**config.mk**
```make
export PLATFORM = sky130hd
export DESIGN_NAME = hazard_ctrl_flat
export DESIGN_NICKNAME = d
export VERILOG_FILES = /design/src/rtl/hazard_ctrl_if.sv /design/src/rtl/hazard_ctrl.sv /design/src/flat_wrapper.sv
export SDC_FILE = /design/constraint.sdc
export NUM_CORES = 1
export LEC_CHECK = 0
export BUFFER_PORTS_ARGS = -buffer_cell sky130_fd_sc_hd__buf_2
export CAP_MARGIN = 25
export CORE_UTILIZATION = 47
export DETAILED_ROUTE_END_ITERATION = 16
export MAX_ROUTING_LAYER = met4
export PLACE_DENSITY = 0.84
export SLEW_MARGIN = 40
export SYNTH_ARGS = -nofsm -noshare
export SYNTH_HDL_FRONTEND = slang
export SYNTH_SLANG_ARGS = --single-unit
```
**constraint.sdc**
```tcl
create_clock -name CLK -period 2.5 [get_ports CLK]
set_input_delay 0.375 -clock CLK [delete_from_list [all_inputs] [get_ports CLK]]
set_output_delay 0.375 -clock CLK [all_outputs]
set_load 0.05 [all_outputs]
```
**src/rtl/hazard_ctrl_if.sv**
```systemverilog
// Bundle between the hazard controller and the pipeline: hit/match inputs in,
// latch commands, forwarding selects and performance counters out.
interface hazard_ctrl_if #(
  parameter int REG_W = 5,
  parameter int CNT_W = 16
);
  logic             ihit, dhit, dmem_req;
  logic [REG_W-1:0] rs, rt, ex_rs, ex_rt;
  logic [REG_W-1:0] ex_wsel, mem_wsel, wb_wsel;
  logic             ex_wen, mem_wen, wb_wen;
  logic             ex_memread, br_taken, jump_id, wb_halt, cnt_clr;
  logic             pc_wen;
  logic [1:0]       fd_state, de_state, em_state, mw_state;
  logic [1:0]       fwd_a, fwd_b;
  logic [CNT_W-1:0] stall_cnt, flush_cnt;

  modport slave (
    input  ihit, dhit, dmem_req, rs, rt, ex_rs, ex_rt,
           ex_wsel, mem_wsel, wb_wsel, ex_wen, mem_wen, wb_wen,
           ex_memread, br_taken, jump_id, wb_halt, cnt_clr,
    output pc_wen, fd_state, de_state, em_state, mw_state,
           fwd_a, fwd_b, stall_cnt, flush_cnt
  );

  modport master (
    output ihit, dhit, dmem_req, rs, rt, ex_rs, ex_rt,
           ex_wsel, mem_wsel, wb_wsel, ex_wen, mem_wen, wb_wen,
           ex_memread, br_taken, jump_id, wb_halt, cnt_clr,
    input  pc_wen, fd_state, de_state, em_state, mw_state,
           fwd_a, fwd_b, stall_cnt, flush_cnt
  );
endinterface

```
**src/rtl/hazard_ctrl.sv**
```systemverilog
// Hazard controller for the 5-stage MIPS pipeline: PC enable, per-latch
// RUN/STALL/FLUSH commands, operand forwarding and stall/flush counters.
//
//   state    | meaning
//   ST_RUN   | normal issue, hazard rules active
//   ST_DWAIT | data-cache miss in progress, whole pipe frozen
//   ST_HALT  | halt retired in WB, pipe held until reset
module hazard_ctrl #(
  parameter bit FWD_EN = 1'b1,
  parameter int REG_W  = 5,
  parameter int CNT_W  = 16
) (
  input logic          CLK,
  input logic          nRST,
  hazard_ctrl_if.slave hz
);

  typedef enum logic [1:0] {ST_RUN = 2'd0, ST_DWAIT = 2'd1, ST_HALT = 2'd2} state_t;

  localparam logic [1:0] CMD_RUN   = 2'b00;
  localparam logic [1:0] CMD_STALL = 2'b01;
  localparam logic [1:0] CMD_FLUSH = 2'b10;
  localparam logic [1:0] FWD_REG   = 2'b00;
  localparam logic [1:0] FWD_MEM   = 2'b01;
  localparam logic [1:0] FWD_WB    = 2'b10;

  state_t           state_q, state_d;
  logic [CNT_W-1:0] stall_cnt_q, stall_cnt_d, flush_cnt_q, flush_cnt_d;
  logic             freeze, id_vs_ex, id_vs_mem, id_hazard, redirect, pc_wen;
  logic [1:0]       fd_cmd, de_cmd, em_cmd, mw_cmd, fwd_a, fwd_b;

  function automatic logic raw_match(input logic wen, input logic [REG_W-1:0] wsel,
                                     input logic [REG_W-1:0] src);
    return wen && (wsel != '0) && (wsel == src);
  endfunction

  // WB writes the regfile in the first half-cycle, so ID only checks EX and MEM.
  always_comb begin
    id_vs_ex  = raw_match(hz.ex_wen, hz.ex_wsel, hz.rs) ||
                raw_match(hz.ex_wen, hz.ex_wsel, hz.rt);
    id_vs_mem = raw_match(hz.mem_wen, hz.mem_wsel, hz.rs) ||
                raw_match(hz.mem_wen, hz.mem_wsel, hz.rt);
    id_hazard = FWD_EN ? (hz.ex_memread && id_vs_ex) : (id_vs_ex || id_vs_mem);
    freeze    = hz.dmem_req && !hz.dhit && (state_q != ST_HALT);
  end

  always_comb begin
    pc_wen   = 1'b0;
    fd_cmd   = CMD_RUN;
    de_cmd   = CMD_RUN;
    em_cmd   = CMD_RUN;
    mw_cmd   = CMD_RUN;
    redirect = 1'b0;
    fwd_a    = FWD_REG;
    fwd_b    = FWD_REG;
    // MEM is the youngest producer, so it beats WB.
    if (FWD_EN) begin
      if (raw_match(hz.mem_wen, hz.mem_wsel, hz.ex_rs))     fwd_a = FWD_MEM;
      else if (raw_match(hz.wb_wen, hz.wb_wsel, hz.ex_rs))  fwd_a = FWD_WB;
      if (raw_match(hz.mem_wen, hz.mem_wsel, hz.ex_rt))     fwd_b = FWD_MEM;
      else if (raw_match(hz.wb_wen, hz.wb_wsel, hz.ex_rt))  fwd_b = FWD_WB;
    end
    if (!nRST) begin
      fd_cmd = CMD_FLUSH;
      de_cmd = CMD_FLUSH;
      em_cmd = CMD_FLUSH;
      mw_cmd = CMD_FLUSH;
      fwd_a  = FWD_REG;
      fwd_b  = FWD_REG;
    end else if (state_q == ST_HALT || freeze) begin
      fd_cmd = CMD_STALL;
      de_cmd = CMD_STALL;
      em_cmd = CMD_STALL;
      mw_cmd = CMD_STALL;
    end else if (hz.br_taken) begin
      pc_wen   = 1'b1;
      fd_cmd   = CMD_FLUSH;
      de_cmd   = CMD_FLUSH;
      redirect = 1'b1;
    end else if (id_hazard) begin
      fd_cmd = CMD_STALL;
      de_cmd = CMD_FLUSH;
    end else if (hz.jump_id) begin
      pc_wen   = 1'b1;
      fd_cmd   = CMD_FLUSH;
      redirect = 1'b1;
    end else if (!hz.ihit) begin
      fd_cmd = CMD_FLUSH;
    end else begin
      pc_wen = 1'b1;
    end
  end

  always_comb begin
    state_d     = state_q;
    stall_cnt_d = stall_cnt_q;
    flush_cnt_d = flush_cnt_q;
    // An active freeze defers a pending halt until the miss resolves.
    if (state_q != ST_HALT) begin
      if (freeze)            state_d = ST_DWAIT;
      else if (hz.wb_halt)   state_d = ST_HALT;
      else                   state_d = ST_RUN;
    end
    if (hz.cnt_clr) begin
      stall_cnt_d = '0;
      flush_cnt_d = '0;
    end else begin
      if (!pc_wen && state_q != ST_HALT && stall_cnt_q != '1)
        stall_cnt_d = stall_cnt_q + CNT_W'(1);
      if (redirect && flush_cnt_q != '1)
        flush_cnt_d = flush_cnt_q + CNT_W'(1);
    end
  end

  always_ff @(posedge CLK) begin
    if (!nRST) begin
      state_q     <= ST_RUN;
      stall_cnt_q <= '0;
      flush_cnt_q <= '0;
    end else begin
      state_q     <= state_d;
      stall_cnt_q <= stall_cnt_d;
      flush_cnt_q <= flush_cnt_d;
    end
  end

  assign hz.pc_wen    = pc_wen;
  assign hz.fd_state  = fd_cmd;
  assign hz.de_state  = de_cmd;
  assign hz.em_state  = em_cmd;
  assign hz.mw_state  = mw_cmd;
  assign hz.fwd_a     = fwd_a;
  assign hz.fwd_b     = fwd_b;
  assign hz.stall_cnt = stall_cnt_q;
  assign hz.flush_cnt = flush_cnt_q;

endmodule

```
**src/flat_wrapper.sv**
```systemverilog
// flat-port wrapper written by rule: the top's interface ports become plain ports
module hazard_ctrl_flat 
#(
  parameter bit FWD_EN = 1'b1,
  parameter int REG_W  = 5,
  parameter int CNT_W  = 16
)
  (CLK, nRST, hz_ihit, hz_dhit, hz_dmem_req, hz_rs, hz_rt, hz_ex_rs, hz_ex_rt, hz_ex_wsel, hz_mem_wsel, hz_wb_wsel, hz_ex_wen, hz_mem_wen, hz_wb_wen, hz_ex_memread, hz_br_taken, hz_jump_id, hz_wb_halt, hz_cnt_clr, hz_pc_wen, hz_fd_state, hz_de_state, hz_em_state, hz_mw_state, hz_fwd_a, hz_fwd_b, hz_stall_cnt, hz_flush_cnt);
  hazard_ctrl_if #(.REG_W(REG_W), .CNT_W(CNT_W)) hz_i ();
  input logic CLK;
  input logic nRST;
  input wire logic [$bits(hz_i.ihit)-1:0] hz_ihit;
  input wire logic [$bits(hz_i.dhit)-1:0] hz_dhit;
  input wire logic [$bits(hz_i.dmem_req)-1:0] hz_dmem_req;
  input wire logic [$bits(hz_i.rs)-1:0] hz_rs;
  input wire logic [$bits(hz_i.rt)-1:0] hz_rt;
  input wire logic [$bits(hz_i.ex_rs)-1:0] hz_ex_rs;
  input wire logic [$bits(hz_i.ex_rt)-1:0] hz_ex_rt;
  input wire logic [$bits(hz_i.ex_wsel)-1:0] hz_ex_wsel;
  input wire logic [$bits(hz_i.mem_wsel)-1:0] hz_mem_wsel;
  input wire logic [$bits(hz_i.wb_wsel)-1:0] hz_wb_wsel;
  input wire logic [$bits(hz_i.ex_wen)-1:0] hz_ex_wen;
  input wire logic [$bits(hz_i.mem_wen)-1:0] hz_mem_wen;
  input wire logic [$bits(hz_i.wb_wen)-1:0] hz_wb_wen;
  input wire logic [$bits(hz_i.ex_memread)-1:0] hz_ex_memread;
  input wire logic [$bits(hz_i.br_taken)-1:0] hz_br_taken;
  input wire logic [$bits(hz_i.jump_id)-1:0] hz_jump_id;
  input wire logic [$bits(hz_i.wb_halt)-1:0] hz_wb_halt;
  input wire logic [$bits(hz_i.cnt_clr)-1:0] hz_cnt_clr;
  output wire logic [$bits(hz_i.pc_wen)-1:0] hz_pc_wen;
  output wire logic [$bits(hz_i.fd_state)-1:0] hz_fd_state;
  output wire logic [$bits(hz_i.de_state)-1:0] hz_de_state;
  output wire logic [$bits(hz_i.em_state)-1:0] hz_em_state;
  output wire logic [$bits(hz_i.mw_state)-1:0] hz_mw_state;
  output wire logic [$bits(hz_i.fwd_a)-1:0] hz_fwd_a;
  output wire logic [$bits(hz_i.fwd_b)-1:0] hz_fwd_b;
  output wire logic [$bits(hz_i.stall_cnt)-1:0] hz_stall_cnt;
  output wire logic [$bits(hz_i.flush_cnt)-1:0] hz_flush_cnt;
  assign hz_i.ihit = hz_ihit;
  assign hz_i.dhit = hz_dhit;
  assign hz_i.dmem_req = hz_dmem_req;
  assign hz_i.rs = hz_rs;
  assign hz_i.rt = hz_rt;
  assign hz_i.ex_rs = hz_ex_rs;
  assign hz_i.ex_rt = hz_ex_rt;
  assign hz_i.ex_wsel = hz_ex_wsel;
  assign hz_i.mem_wsel = hz_mem_wsel;
  assign hz_i.wb_wsel = hz_wb_wsel;
  assign hz_i.ex_wen = hz_ex_wen;
  assign hz_i.mem_wen = hz_mem_wen;
  assign hz_i.wb_wen = hz_wb_wen;
  assign hz_i.ex_memread = hz_ex_memread;
  assign hz_i.br_taken = hz_br_taken;
  assign hz_i.jump_id = hz_jump_id;
  assign hz_i.wb_halt = hz_wb_halt;
  assign hz_i.cnt_clr = hz_cnt_clr;
  assign hz_pc_wen = hz_i.pc_wen;
  assign hz_fd_state = hz_i.fd_state;
  assign hz_de_state = hz_i.de_state;
  assign hz_em_state = hz_i.em_state;
  assign hz_mw_state = hz_i.mw_state;
  assign hz_fwd_a = hz_i.fwd_a;
  assign hz_fwd_b = hz_i.fwd_b;
  assign hz_stall_cnt = hz_i.stall_cnt;
  assign hz_flush_cnt = hz_i.flush_cnt;
  hazard_ctrl #(.FWD_EN(FWD_EN), .REG_W(REG_W), .CNT_W(CNT_W)) u_core (.CLK(CLK), .nRST(nRST), .hz(hz_i));
endmodule
```
# == Word level (Yosys, flattened, before mapping) ==
# Cells that the tools add are included.
# totals
register_bits,34
input_bits,48
elab_cells,70
# classes
add_sub_neg,2
eq_ne,10
n_mux,31
bitwise_logic,1
n_reduce_logical,23
# op_table
op,count
$mux 2,19
$add 16x1->16 const B,2
$ne 16x16->1 const B,2
$eq 5x5->1,6
$logic_and 1x1->1,15
$reduce_bool 5->1,3
$mux 1,12
$eq 2x2->1 const B,1
$logic_not 1->1,2
$logic_or 1x1->1,2
$ne 2x2->1 const B,1
$reduce_or 2->1,1
$not 1->1,1

# == Longest topological paths before layout ==
# depth
word_depth,12
depth_mapped,8
mapped_depth_nobuf,7

# == Least setup slack after synthesis ==
# Ideal clock, no wire load.
# synth_timing
path_kind,input to output
start,in hz_mem_wsel[0]
end,out hz_fwd_a[1]
arrival_time_ps,2726
required_time_ps,2125
setup_slack_ps,-601
path_stages,4
path_buffers,0
cell_sequence,or4_1 -> o21ai_0 -> nor4_1 -> nor4_1
# synth_between
elab_chain_len,5
word_cells_on_any_way,6
classes_between,1 x eq/ne; 2 x mux; 3 x reduce/logical
# synth_lines
item,line,source
start: declaration,flat_wrapper.sv:20,input wire logic [$bits(hz_i.mem_wsel)-1:0] hz_mem_wsel;
$reduce_bool 5->1,-,
$logic_and 1x1->1,-,
$logic_and 1x1->1 (*),hazard_ctrl.sv:34,return wen && (wsel != '0) && (wsel == src);
$mux 2 (*),hazard_ctrl.sv:58,"if (raw_match(hz.mem_wen, hz.mem_wsel, hz.ex_rs)) fwd_a = FWD_MEM;"
$mux 2 (*),hazard_ctrl.sv:63,if (!nRST) begin
end: declaration,flat_wrapper.sv:35,output wire logic [$bits(hz_i.fwd_a)-1:0] hz_fwd_a;
# Every way passes the cells marked *; elsewhere a longest branch is shown, timed or not.

# == Worst setup path in the final report ==
# layout_timing
start,in hz_mem_wsel[0]
end,out hz_fwd_b[1]
# layout_between
elab_chain_len,5
word_cells_on_any_way,6
classes_between,1 x eq/ne; 2 x mux; 3 x reduce/logical
# layout_lines
item,line,source
$reduce_bool 5->1,-,
$logic_and 1x1->1,-,
$logic_and 1x1->1 (*),hazard_ctrl.sv:34,
$mux 2 (*),hazard_ctrl.sv:60,"if (raw_match(hz.mem_wen, hz.mem_wsel, hz.ex_rt)) fwd_b = FWD_MEM;"
$mux 2 (*),hazard_ctrl.sv:63,
end: declaration,flat_wrapper.sv:36,output wire logic [$bits(hz_i.fwd_b)-1:0] hz_fwd_b;
# Marks and branches as above.

==> metrics.cfg <==
[setup_path]
critPathMaxStageDelay_ns=0.51
cp-start-kind=input port
crit_fanout=3
cp_data_arrival_time_ns=1.93
cpMostUsedCell=buf_2
criticalPathCategory=in2out
slowest_stage=or4_1
worstPathCellList=buf_2 -> or4_1 -> o21ai_0 -> nor4_1 -> nor4_4 -> buf_2
crit_required_ns=2.12
endpoint_kind=primary output

[synthesis]
synth_seq_cells=34
ys_types=40
synth_top_cell_by_area=dfxtp_1
seq_area_frac_synth_pct=32.5
synthesis.nets=305
syn_inst=255
synth_top_area_share_pct=32.5
avgSynthCellArea_sq_um=8.21
yosysWarnings=0
synth_area_leaders=dfxtp_1 32%, xnor2_1 11%, xor2_1 6.7%, a21oi_1 4.5%, or3_1 4.5%
netlist_area_sq_mm=0.00209

[floorplan]
rows=23
dieHeight_um=68.8
die_area_sq_mm=0.00473
core_area_sq_mm=0.00414
io_pins=93
die_w_um=68.8
initial_utilization_pct=50.5

[finish]
num_antenna_cells=0
syn_to_final_growth_pct=31.0
layout_common_cells=92 x buf_2, 34 x dfxtp_1, 26 x xnor2_1
final_core_util_pct=66.2
regArea_sq_um=681
layout.nets=401
fin_cells=402
multi_input_area_sq_mm=0.00137
layout_commonest_cell=buf_2
n_fill_cell=367
drive_gt1_share_pct=33.0

[global_route]
grt_first_pass_wirelength_mm=8.06
grt_max_degree=24
grt_pass1_vias=1958
grt_usage_pct=23.5
grt-ovfl-total=0
antenna_found_initial=0

[status]
outcome=complete, no violations

[cts]
cts_max_level=2
cts_buffers=5
clock_sinks=34
tritoncts=yes
cts_root_buf=clkbuf_8
post-cts-setup-buffers=0
cts_buffer_depth=2
insertion_delay_ns=0.29
hold_buffers=0
cts.clk_slew.worst_paths_ns=0.07
cts_resized=0

[placed_design]
dpl_worst_slack_ns=0.0557
place.gp.congestion=0.838
hpwl_mm=4.04
placed_cells=394
port_buffers=92

[timing]
slew_viol_final=0
max_clock_freq_mhz=434
hold_viol_final=0
period_minus_slack_ns=2.30
timing.hold.ws_ns=0.315
max-slew-margin-rel_pct=58.4
setup_viol=0
worstMarginPinSlew_ns=0.623
setup_ws_ns=0.195
skew_ns=0.00315
period_share_pct=92.2
rsz0062_at_grt=false

[pwr]
power.total_uw=1260
powerDensity_mw_per_mm2=461
ir_drop_mv=0.290
p_leak_uw=0.00117

[detailed_routing]
drt-wirelength-per-cell_um=12.6
ant_nets=0
vias=2181
remaining_drc_errors=0
vias_per_cell=5.43
drt_iter0_drc=82
drt-total-wl_mm=5.08
drt_first_pass_iters=4

[run]
max_cap_viol_count=0

[worst_hold_path]
hp-class=in2reg

[state kept, by name, summed over array words and instances (netlist names)]
signal and cells:
u_core.hz.flush_cnt 16, u_core.hz.stall_cnt 16, u_core.state_q 2
[final timing paths]
kind | slack (ns) | cells past startpoint | start | end
worst min register to register | 0.51 | 2 | u_core.hz.stall_cnt[4]$_SDFFE_PP0P_ | u_core.hz.stall_cnt[4]$_SDFFE_PP0P_
worst max register to register | 0.25 | 7 | u_core.hz.stall_cnt[7]$_SDFFE_PP0P_ | u_core.hz.stall_cnt[7]$_SDFFE_PP0P_
worst min-delay path | 0.31 | 3 | hz_wb_halt | u_core.state_q[1]$_SDFFE_PN0P_
worst max-delay path | 0.20 | 6 | hz_mem_wsel[0] | hz_fwd_b[1]
[stage by stage]
step	TNS [ns]	area [sq um]
6_report	0	2740
3_5_place_dp	0	2630
5_1_grt	0	2740
2_1_floorplan	-0.0314	2120
3_3_place_gp	0	2630
4_1_cts	0	2740
[Yosys cell counts]
cell type	number
o31ai_1	1
o22ai_1	1
or3_1	15
buf_1	1
nor3_1	4
and3_1	8
ha_1	2
clkbuf_1	3
nand2_1	18
mux2i_1	2
o21ai_1	1
dfxtp_1	34
o21ai_0	17
a211o_1	1
nand3_1	15
o2111ai_1	1
nor4_1	4
xnor2_1	26
nand4_1	1
nor2b_1	2
a21oi_1	19
or4_1	8
buf_4	3
o211ai_1	6
nor3b_2	1
buf_2	1
buf_6	1
and2_1	3
and4_1	3
xor2_1	16
a21o_1	1
nor4_4	1
a41oi_2	1
o211ai_2	1
o41ai_1	1
nor4_2	1
nor2_1	20
nor3_2	2
nand2b_1	4
inv_1	5
[worst max-delay path, delay by kind of cell]
kind | cells | cell delay (ns)
AND/OR/NAND/NOR | 3 | 0.92
buffers and inverters | 2 | 0.42
AO/OA/AOI/OAI | 1 | 0.22
[kinds of logic after synthesis]
group	count (synthesis)	share of synthesized area (%)
AO/OA/AOI/OAI	51	14.6
XOR/XNOR	42	17.6
adder cells (fa/ha/maj)	2	1.19
buffers and inverters	14	3.46
flip-flops	34	32.5
multiplexers	2	0.956
AND/OR/NAND/NOR	110	29.7
[report_power, final]
| group | leakage [uW] | switching, uW | internal [uW] |
|---|---|---|---|
| logic | 0.000834 | 147 | 87.9 |
| registers | 0.000274 | 4.07 | 546 |
| clock network | 0.0000575 | 201 | 278 |
| total | 0.00117 | 352 | 912 |
[area by class of cell]
type	instances	area share, %
clock buffers	8	4.01
inverters	5	0.684
multi-input cells	207	49.8
flip-flops and latches	34	24.8
well taps	50	2.28
repair buffers	98	18.4
[metal layers]
metal / vias up / part of all wire, % / track usage, %
met5: - / 0 / -
met4: 0 / 1.8 / 9.18
met3: 10 / 6.1 / 7.07
met2: 65 / 49 / 41.3
met1: 1003 / 43 / 24.7
li1: 1103 / - / -
Power figures use the tool's default switching activity.
